**config.mk**
```make
export PLATFORM = sky130hd
export DESIGN_NAME = painel_chamadas
export DESIGN_NICKNAME = d
export VERILOG_FILES = /design/src/rtl/painel_chamadas.sv
export SDC_FILE = /design/constraint.sdc
export NUM_CORES = 1
export LEC_CHECK = 0
export CORE_MARGIN = 2
export CORE_UTILIZATION = 60
export DETAILED_ROUTE_END_ITERATION = 6
export DONT_BUFFER_PORTS = 1
export PLACE_DENSITY = 0.76
export SYNTH_ARGS = -nofsm -noshare
export SYNTH_HDL_FRONTEND = slang
export SYNTH_SLANG_ARGS = --single-unit
export TNS_END_PERCENT = 5
```
**constraint.sdc**
```tcl
create_clock -name clk -period 2.4 [get_ports clk]
set_clock_uncertainty 0.05 [all_clocks]
set_input_delay 0.36 -clock clk [delete_from_list [all_inputs] [get_ports clk]]
set_output_delay 0.36 -clock clk [all_outputs]
set_load 0.05 [all_outputs]
```
**src/rtl/painel_chamadas.sv**
```systemverilog
// Elevator call panel: synchronizes, debounces and latches active-low floor buttons, then picks a target floor.
// Press-to-req latency is DEBOUNCE_CYCLES+3 cycles, scheduler outputs follow req by one cycle; there is no backpressure.
module painel_chamadas #(
  parameter int NUM_ANDARES     = 5,
  parameter int DEBOUNCE_CYCLES = 1_000_000
) (
  input  logic                   clk,
  input  logic                   reset,
  input  logic [NUM_ANDARES-1:0] btn_n,
  input  logic [2:0]             andar_atual,
  input  logic                   motor_up,
  input  logic                   motor_down,
  output logic [NUM_ANDARES-1:0] req,
  output logic [2:0]             andar_requisitado,
  output logic                   req_valid,
  output logic [1:0]             sentido
);

  localparam int            CW      = $clog2(DEBOUNCE_CYCLES + 1);
  localparam logic [CW-1:0] CNT_MAX = CW'(DEBOUNCE_CYCLES - 1);

  typedef enum logic [1:0] {
    IDLE     = 2'b00,
    SUBINDO  = 2'b01,
    DESCENDO = 2'b10
  } estado_t;

  logic [NUM_ANDARES-1:0] sync1;
  logic [NUM_ANDARES-1:0] sync2;
  logic [NUM_ANDARES-1:0] deb;
  logic [NUM_ANDARES-1:0] deb_d;
  logic [CW-1:0]          cnt [NUM_ANDARES];

  logic [NUM_ANDARES-1:0] press;
  logic [NUM_ANDARES-1:0] clr_mask;
  logic [NUM_ANDARES-1:0] req_next;
  logic [31:0]            atual_ext;
  logic                   andar_valido;
  logic                   chegada;

  logic                   acima;
  logic                   abaixo;
  logic [2:0]             menor_acima;
  logic [2:0]             maior_abaixo;

  estado_t                estado;
  estado_t                estado_prox;
  logic [2:0]             alvo_prox;

  // Levels reset to 1 (released) so a button held through reset never looks like a fresh edge.
  always_ff @(posedge clk) begin
    if (reset) begin
      sync1 <= '1;
      sync2 <= '1;
      deb   <= '1;
      deb_d <= '1;
      for (int i = 0; i < NUM_ANDARES; i++) cnt[i] <= '0;
    end else begin
      sync1 <= btn_n;
      sync2 <= sync1;
      deb_d <= deb;
      for (int i = 0; i < NUM_ANDARES; i++) begin
        if (sync2[i] == deb[i]) begin
          cnt[i] <= '0;
        end else if (cnt[i] == CNT_MAX) begin
          deb[i] <= sync2[i];
          cnt[i] <= '0;
        end else begin
          cnt[i] <= cnt[i] + CW'(1);
        end
      end
    end
  end

  assign press        = deb_d & ~deb;
  assign atual_ext    = 32'(andar_atual);
  assign andar_valido = atual_ext < 32'(NUM_ANDARES);
  assign chegada      = andar_valido && !motor_up && !motor_down;

  always_comb begin
    clr_mask = '0;
    for (int i = 0; i < NUM_ANDARES; i++) begin
      clr_mask[i] = chegada && (atual_ext == 32'(i));
    end
  end

  // Clear is applied after the set, so arrival beats a press on the same floor.
  assign req_next = (req | press) & ~clr_mask;

  always_ff @(posedge clk) begin
    if (reset) begin
      req       <= '0;
      req_valid <= 1'b0;
    end else begin
      req       <= req_next;
      req_valid <= |req_next;
    end
  end

  always_comb begin
    acima        = 1'b0;
    abaixo       = 1'b0;
    menor_acima  = '0;
    maior_abaixo = '0;
    for (int i = NUM_ANDARES - 1; i >= 0; i--) begin
      if (req[i] && (32'(i) > atual_ext)) begin
        acima       = 1'b1;
        menor_acima = 3'(i);
      end
    end
    for (int i = 0; i < NUM_ANDARES; i++) begin
      if (req[i] && (32'(i) < atual_ext)) begin
        abaixo       = 1'b1;
        maior_abaixo = 3'(i);
      end
    end
  end

  always_comb begin
    estado_prox = estado;
    alvo_prox   = andar_requisitado;
    if (andar_valido) begin
      case (estado)
        IDLE:     estado_prox = acima  ? SUBINDO  : (abaixo ? DESCENDO : IDLE);
        SUBINDO:  estado_prox = acima  ? SUBINDO  : (abaixo ? DESCENDO : IDLE);
        DESCENDO: estado_prox = abaixo ? DESCENDO : (acima  ? SUBINDO  : IDLE);
        default:  estado_prox = IDLE;
      endcase
      // Target always matches the state being entered.
      case (estado_prox)
        SUBINDO:  alvo_prox = menor_acima;
        DESCENDO: alvo_prox = maior_abaixo;
        default:  alvo_prox = andar_atual;
      endcase
    end
  end

  always_ff @(posedge clk) begin
    if (reset) begin
      estado            <= IDLE;
      andar_requisitado <= '0;
    end else begin
      estado            <= estado_prox;
      andar_requisitado <= alvo_prox;
    end
  end

  assign sentido = 2'(estado);

endmodule

```
After elaboration in Yosys (flattened, before gate mapping) --
Memory sizes are Yosys's and may differ from the RTL's. Index checks and enable logic that the tools add are counted. Widths: inputs -> output; s select.
Operators by class: $add $sub $neg 5, $lt $le $gt $ge 11, eq/ne operators 18, mux-type cells 98, bitwise operators 25, reduce and logical (&&, ||, !) cells 28
Operators by type and width (count):
- $mux 20 | 15
- $add 20x1->20 const B | 5
- $eq 20x20->1 const B | 5
- $mux 1 | 69
- $logic_not 32->1 | 1
- $mux 3 | 8
- $logic_and 1x1->1 | 17
- $or 1x1->1 | 15
- $and 5x5->5 | 2
- $not 5->5 | 2
- $reduce_and 2->1 | 5
- $mux 2 | 4
- $eq 3x2->1 const B | 2
- $gt 1x3->1 const A | 2
- $gt 2x3->1 const A | 2
- $lt 1x3->1 const A | 2
- $lt 2x3->1 const A | 2
- $pmux 3 s2 | 1
- $eq 1x1->1 | 5
- $not 1->1 | 5
- $or 5x5->5 | 1
- $reduce_or 5->1 | 1
- $eq 2x1->1 const B | 2
- $eq 2x2->1 const B | 2
- 9 further kinds | 10
Word-level totals: register bits after elaboration 31, memory bits (writable) 100, input bits 12, output and inout port bits 11, logic and storage cells 198, memories 1
Memory list:
- cnt | words 5, width 20, rd ports 5, clocked after Yosys merged registers in 0, write ports 5, line 32 | logic [CW-1:0] cnt [NUM_ANDARES];

Logic depth before layout (Yosys ltp) --
Gate-level depths: netlist of the first run.
depth in word-level cells 13, gate-level depth with buffers 10, mapped depth without buffers 9

Worst setup path after synthesis of the first run --
No wires, ideal clock.
path kind reg2reg, from reg req[1], to reg andar_requisitado[1], setup time 125 ps, data arrival time 2214 ps, data required time 2225 ps, path slack 11 ps, stages on the path, launching flop included 10, buffers on the path 0, clock period less this slack 2389 ps, path through dfxtp_1 > nor2_1 > a221oi_1 > nor2_1 > or2_2 > ha_1 > nand2b_1 > a21oi_1 > a221oi_1 > o31ai_1
On the way: longest elaborated chain between the ends 11, elaborated cells between the ends (all ways) 19, those cells by class 2 x eq/ne; 15 x mux; 2 x reduce/logical
Ends and longest elaborated chain:
- start, declared | line 13 | output logic [NUM_ANDARES-1:0] req,
- start signal, assigned | line 95 | req <= req_next;
- $logic_and 1x1->1 | line 112 | if (req[i] && (32'(i) < atual_ext)) begin
- $mux 1 (4 in a row) | line 112
- $mux 2 (2 in a row) | line 124, 125
- $pmux 2 s2 | line 123 | case (estado)
- $mux 2 | line 122 | if (andar_valido) begin
- $eq 2x2->1 / $eq 2x1->1 (equally long branches) | line 130 | case (estado_prox)
- $pmux 3 s2 * | line 130
- end signal, assigned | line 144 | andar_requisitado <= alvo_prox;
- end, declared | line 14 | output logic [2:0] andar_requisitado,
Every way passes the cells marked *; elsewhere a longest branch is shown, timed or not. The select of a mux whose other input is x is not followed. A chain may end at the register's enable or synchronous reset.

==> results of run 1 <==
==> metrics by stage <==
step	setup slack [ns]	cell area, sq um	hold WS [ns]	util, %	std cells
6_report	0.0803	8140	0.0151	72.2	955
4_1_cts	0.0496	8080	0.000653	71.7	952
5_1_grt	0.0266	8140	0.00231	72.2	955
3_3_place_gp	0.153	7460	0.343	66.2	916
2_1_floorplan	0.0113	7230	0.339	-	780
3_5_place_dp	0.0178	7460	0.347	66.2	916
==> power groups by stage <==
stage	combinational, W	sequential [W]	clock (W)
3_5_place_dp	0.000179	0.00266	0
4_1_cts	0.000189	0.00262	0.00251
5_1_grt	0.000229	0.00263	0.00262
6_report	0.000201	0.00262	0.00248
3_3_place_gp	0.000171	0.00266	0
2_1_floorplan	0.000156	0.00264	0
==> kinds of logic (layout without fill, tap and decap cells) <==
family / count (synthesis) / count (layout) / share of synthesized area (%)
AO/OA/AOI/OAI: 123 / 123 / 11.1
XOR/XNOR: 60 / 60 / 7.66
adder cells (fa/ha/maj): 7 / 7 / 1.28
buffers and inverters: 53 / 85 / 3.21
flip-flops: 131 / 131 / 52.8
multiplexers: 1 / 1 / 0.146
other: 1 / 100 / 0.0546
AND/OR/NAND/NOR: 305 / 305 / 23.8
==> synthesized netlist by cell type (14+ instances only) <==
library cell / instances
a21oi_1: 41
nor2_1: 86
o31ai_1: 14
nand4_1: 25
edfxtp_1: 100
dfxtp_1: 31
xnor2_1: 25
inv_1: 27
nand2_1: 33
or4_1: 16
nand3_1: 42
clkbuf_1: 18
or2_2: 15
o21ai_0: 36
or3_1: 22
xor2_1: 35
==> path summary, 6_finish.rpt <==
path / cells after the start / slack [ns] / start / end
max: 5 / 0.08 / cnt[2][8] / cnt[2][18]
min: 1 / 0.02 / reset / sync2[4]
max reg2reg: 5 / 0.08 / cnt[2][8] / cnt[2][18]
min reg2reg: 1 / 0.35 / sync1[3] / sync2[3]
==> flip-flops by register name (all words and copies together) (netlist names) <==
name	cells
sync1	5
sync2	5
deb	5
cnt	100
req_valid	1
andar_requisitado	3
sentido	2
req	5
deb_d	5
==> metal layers <==
layer  vias to the layer above  GRT usage, %  routed length [um]
met4                         0          9.33                 154
met5                         -             0                   0
met3                        12          6.07                 647
met1                      2592          27.9                6020
met2                       104          41.7                7350
li1                       2661             -                   -
==> cell usage in the layout (no fill, tap or decap), types with 4 or more instances in the layout <==
master	synthesis	routed
a21oi_1	41	40
a31oi_1	4	4
and2_1	9	9
and3_1	12	12
and4_1	8	8
buf_4	2	17
clkbuf_1	18	6
clkbuf_16	0	20
conb_1	1	100
dfxtp_1	31	30
dlygate4sd3_1	0	7
edfxtp_1	100	100
ha_1	7	7
inv_1	27	27
nand2_1	33	33
nand2b_1	7	7
nand3_1	42	42
nand4_1	25	25
nor2_1	86	86
nor3_1	9	8
nor4_1	4	4
nor4b_1	6	6
o21ai_0	36	35
o311ai_0	5	5
o31ai_1	14	14
or2_2	15	15
or3_1	22	22
or4_1	16	15
or4b_2	4	4
xnor2_1	25	25
xor2_1	35	35
==> final cells by class <==
type	count	area [sq um]	area share (%)
Sequential cell	131	3620	44.5
Tap cell	143	179	2.20
Timing Repair Buffer	26	238	2.92
Inverter	27	101	1.25
Clock buffer	29	564	6.94
Clock inverter	3	15.0	0.185
Multi-Input combinational cell	596	3410	42.0
==> repair_timing <==
action,CTS,global route
cloned,0,0
hold endpoints to repair,10,4
pin swaps,0,1
hold buffers,4,3
gates resized for setup,1,6
endpoints found under the setup margin,1,19
==> worst max-delay path, cell delays in order (launching register included) <==
cell and delay (ns):
edfxtp_1 0.42, or4b_2 0.68, or4_4 0.45, o211ai_2 0.22
buf_12 0.18, a21oi_1 0.05
==> summary.md, run 1 <==
| Metric | Value |
|---|---|
| Status | completed |
| Seq cells post-synth | approximately 130 |
| Worst min-delay path category | in2reg |
| Int Power | about 0.0042 W |
| Pwr per Cell Area | 652 mW/mm^2 |
| Fin crit period | 2.32 ns |
| Diode count | 0 |
| Post-synth EDFFs | 100 |
| GRT Total Usage | between 20% and 30% |
| Worst path required time | around 2.5 ns |
| Residual DRC count | 0 |
| CTS tree | yes |
| Rel. slew slack | 58.8% |
| CP Capture Type | flop |
| Worst slew pin tran | ~0.61 ns |
| Final Power | about 0.0053 W |
| Starting Density | 60.9% |
| Cell taking the most area after synthesis | edfxtp_1 |
| Routed WL | between 10000 and 15000 um |
| Post-route ant nets | 0 |
| Final setup viols | 0 |
| VDD IR-drop max | 0.421 mV |
| DP HPWL | about 10000 um |
| Sequential area share after synthesis | a little over half |
| DR pass1 iterations | 6 |
| Die Wd | 111 um |
| Fraction of registers with async set/reset | 0% |
| Cts bufs inserted | 17 |
| Psw | 0.00111 W |
| Ys Warns | 0 |
| Antenna violations before repair | 0 |
| Vias in the first global route | ~5400 |
| H-tree depth | 4 |
| Combinational power share | around 3.8% |
| Max-slew violations | 0 |
| DR vias | between 5000 and 6000 |
| FILL cells | roughly 830 |
| Die area | about 0.012 sq mm |
| Clock network power share | between 40% and 50% |
| Area growth syn-to-layout | 18.6% |
| Vias per std cell | 5.62 |
| Fmax | about 0.43 GHz |
| Initial DRC Count | ~420 |
| I/O Pins | 23 |
| Cell Area, Synth | 0.00686 sq mm |
| RSZ-0062 raised after global routing | false |
| Port bufs | 0 |
| Synth top area cells | edfxtp_1 44%, dfxtp_1 9.0%, nor2_1 4.7% |
| Setup crit start kind | flop |
| Clk buf depth | 2 |
| CP max FO | 20 |
| Clock slew at reported path FFs | 0.06 ns |
| Core Region | approximately 0.011 sq mm |
| Largest net degree at the start of global routing | 21 |
| Mean Syn Cell Area | 10.1 sq um |
| Unique masters post-synth | 53 |
| Layout cells sized above 1 | under 10% |
| Commonest register cell after synthesis | edfxtp_1 |
| Setup CP Type | reg2reg |
| Switching Share | between 20% and 30% |
| Max-cap violations | 0 |
| Yosys top cell area share | 43.8% |
| Setup TNS | 0 ns |
| Nets | just over 800 |
| Row cnt | 39 |
| Die height | 111 um |
| Cell count after synthesis | ~680 |
| Final hold violation count | 0 |
| CTS root buf | clkbuf_16 |
| Arr. time, crit path | approximately 2.4 ns |
| Gpl congestion | a little under 0.9 |
| Flop pwr share | around 50% |
| Clock sink total | between 100 and 150 |
| Postcts setup bufs | 0 |
| GR Overflow Total | 0 |
| Final period util | 96.7% |
| Global-route wire length before repair | about 24000 um |
| Clock Latency Late Sink | 0.41 ns |
| Wire length per cell | about 15 um |
| Leakage | ~2.9 nW |
(Power assumes the default switching activity.)
==> inputs of run 2 (changes only) <==
- CORE_UTILIZATION: 60 -> 64
- PLACE_DENSITY: 0.76 -> 0.8
==> summary.md, run 2 (synthesis gave the netlist of run 1 again) <==
| Metric | Value |
|---|---|
| Status | completed |
| I/O Pins | 23 (unchanged) |
| DP HPWL | 9390 um (-4.6%) |
| Starting Density | 66.2% (+5.3 points) |
| CP max FO | 20 (unchanged) |
| Arr. time, crit path | 2.55 ns (+0.13 ns) |
| Placed cells | 909 (-0.76%) |
| Die height | 108 um (-3.1%) |
| Worst slew pin tran | 0.812 ns (+0.199 ns) |
| DR vias | 5451 (+1.5%) |
| FILL cells | 686 (-18%) |
| Postcts setup bufs | 0 (unchanged) |
| Final setup margin | 0.0785 ns (-0.00189 ns) |
| WHS | 0.0380 ns (+0.0228 ns) |
| Nets | 821 (+0.37%) |
| Wire length per cell | 14.4 um (-2.7%) |
| Diode count | 0 (unchanged) |
| Residual DRC count | 0 (unchanged) |
| Vias in the first global route | 5223 (-3.4%) |
| Fin crit period | 2.32 ns (+0.00189 ns) |
| VDD IR-drop max | 0.720 mV (+71%) |
| Gpl congestion | 0.874 (-0.48%) |
| Leakage | 2.93 nW (+0.81%) |
| Clk buf depth | 2 (unchanged) |
| Largest net degree at the start of global routing | 23 (+9.5%) |
| GR Overflow Total | 0 (unchanged) |
| Setup crit start kind | flop |
| Clock Latency Late Sink | 0.53 ns (+0.12 ns) |
| Finished Cell Area | 0.00818 sq mm (+0.51%) |
| Max-slew violations | 0 (unchanged) |
| Worst min-delay path category | in2reg |
| Worst path required time | 2.63 ns (+0.13 ns) |
| Multi-input gate area | 0.00341 sq mm (-0.26%) |
| CTS root buf | clkbuf_8 |
| Layout cells sized above 1 | 9.08% (-0.40 points) |
| Non-filler cells, final | 951 (-0.42%) |
| Max reg flops | 100 (unchanged) |
| CTS tree | yes |
| Clock sink total | 131 (unchanged) |
| Initial DRC Count | 370 (-12%) |
| Port bufs | 0 (unchanged) |
| Finished Core Util | 78.9% (+6.7 points) |
| Final hold violation count | 0 (unchanged) |
| H-tree depth | 4 (unchanged) |
| FF+latch area | 0.00362 sq mm (about the same) |
| Commonest cells after routing, fill and taps aside | 100 x edfxtp_1, 100 x conb_1, 86 x nor2_1, 42 x nand3_1, 41 x a21oi_1 |
| Die Wd | 108 um (-3.1%) |
| Setup CP Type | reg2reg |
| Antenna violations before repair | 0 (unchanged) |
| Pre-CTS setup slack | 0.0700 ns (+0.0522 ns) |
| DR pass1 iterations | 5 (-1) |
| Rel. slew slack | 45.7% (-13 points) |
| Vias per std cell | 5.73 (+2.0%) |
| Die area | 0.0116 sq mm (-6.0%) |
| Pwr per Cell Area | 672 mW/mm^2 (+3.1%) |
| Fmax | 0.431 GHz (about the same) |
| Post-route ant nets | 0 (unchanged) |
| GRT Total Usage | 25.5% (+1.8 points) |
| Core Region | 0.0104 sq mm (-8.0%) |
| Global-route wire length before repair | 23000 um (-3.7%) |
| Final period util | 96.7% (about the same) |
| Reg with most FFs | cnt |
| CP Capture Type | flop |
| Max-cap violations | 0 (unchanged) |
| Row cnt | 37 (-5.1%) |
| Area growth syn-to-layout | 19.2% |
| Final setup viols | 0 (unchanged) |
| Routed WL | 13700 um (-3.1%) |
| Cts bufs inserted | 17 (unchanged) |
| DP Area | 0.00745 sq mm (-0.12%) |
| Clock slew at reported path FFs | 0.06 ns (about the same) |
[run 2: through the flow]
stage,TNS (ns),total power [W]
after global routing,-0.00683,0.00566
after global placement,0,0.00283
after CTS,0,0.00553
final,0,0.00549
after detailed placement,0,0.00284
after floorplan,0,0.00279
[run 2: final timing paths]
| kind | start | endpoint | slack (ns) | cells past startpoint |
|---|---|---|---|---|
| worst max-delay path | cnt[2][8] | cnt[2][10] | 0.08 | 5 |
| worst min-delay path | andar_atual[2] | req[4] | 0.04 | 3 |
| worst max register to register | cnt[2][8] | cnt[2][10] | 0.08 | 5 |
| worst min register to register | sync1[1] | sync2[1] | 0.36 | 1 |
[run 2: what timing repair did]
action | 4_1_cts | 5_1_grt
endpoints found under the setup margin | 0 | 18
hold buffers | 10 | 0
hold endpoints to repair | 23 | 0
resized for setup | 0 | 4
[run 2: power by group]
group | switching, W | internal [W] | leakage, nW
registers | 0.0000943 | 0.00252 | 1.29
clock network | 0.000904 | 0.00176 | 0.296
logic | 0.000122 | 0.0000847 | 1.35
[run 2: area by class of cell]
| cell class | count | area share [%] |
|---|---|---|
| Inverter | 27 | 1.24 |
| Tap cell | 136 | 2.08 |
| Sequential cell | 131 | 44.3 |
| Timing Repair Buffer | 29 | 3.27 |
| Clock inverter | 14 | 2.34 |
| Clock buffer | 18 | 5.11 |
| Multi-Input combinational cell | 596 | 41.6 |
[run 2: metal layers]
metal  routed length [um]  GRT usage (%)  vias up
li1                     -              -     2667
met1                 5900           29.6     2614
met2                 6680           42.4      142
met3                  814           9.20       28
met4                  345           11.5        0
met5                    0              0        -
[run 2: critical path: stages, from the launching register on]
cell	delay, ns
edfxtp_1	0.41
or4b_2	0.69
or4_4	0.47
o211ai_2	0.22
buf_12	0.18
nor2_1	0.06
==> inputs of run 3 (changes only) <==
- SLEW_MARGIN: default -> 20
==> results of run 3 <==
The final DEF is identical to that of run 2; final timing and power are the same.
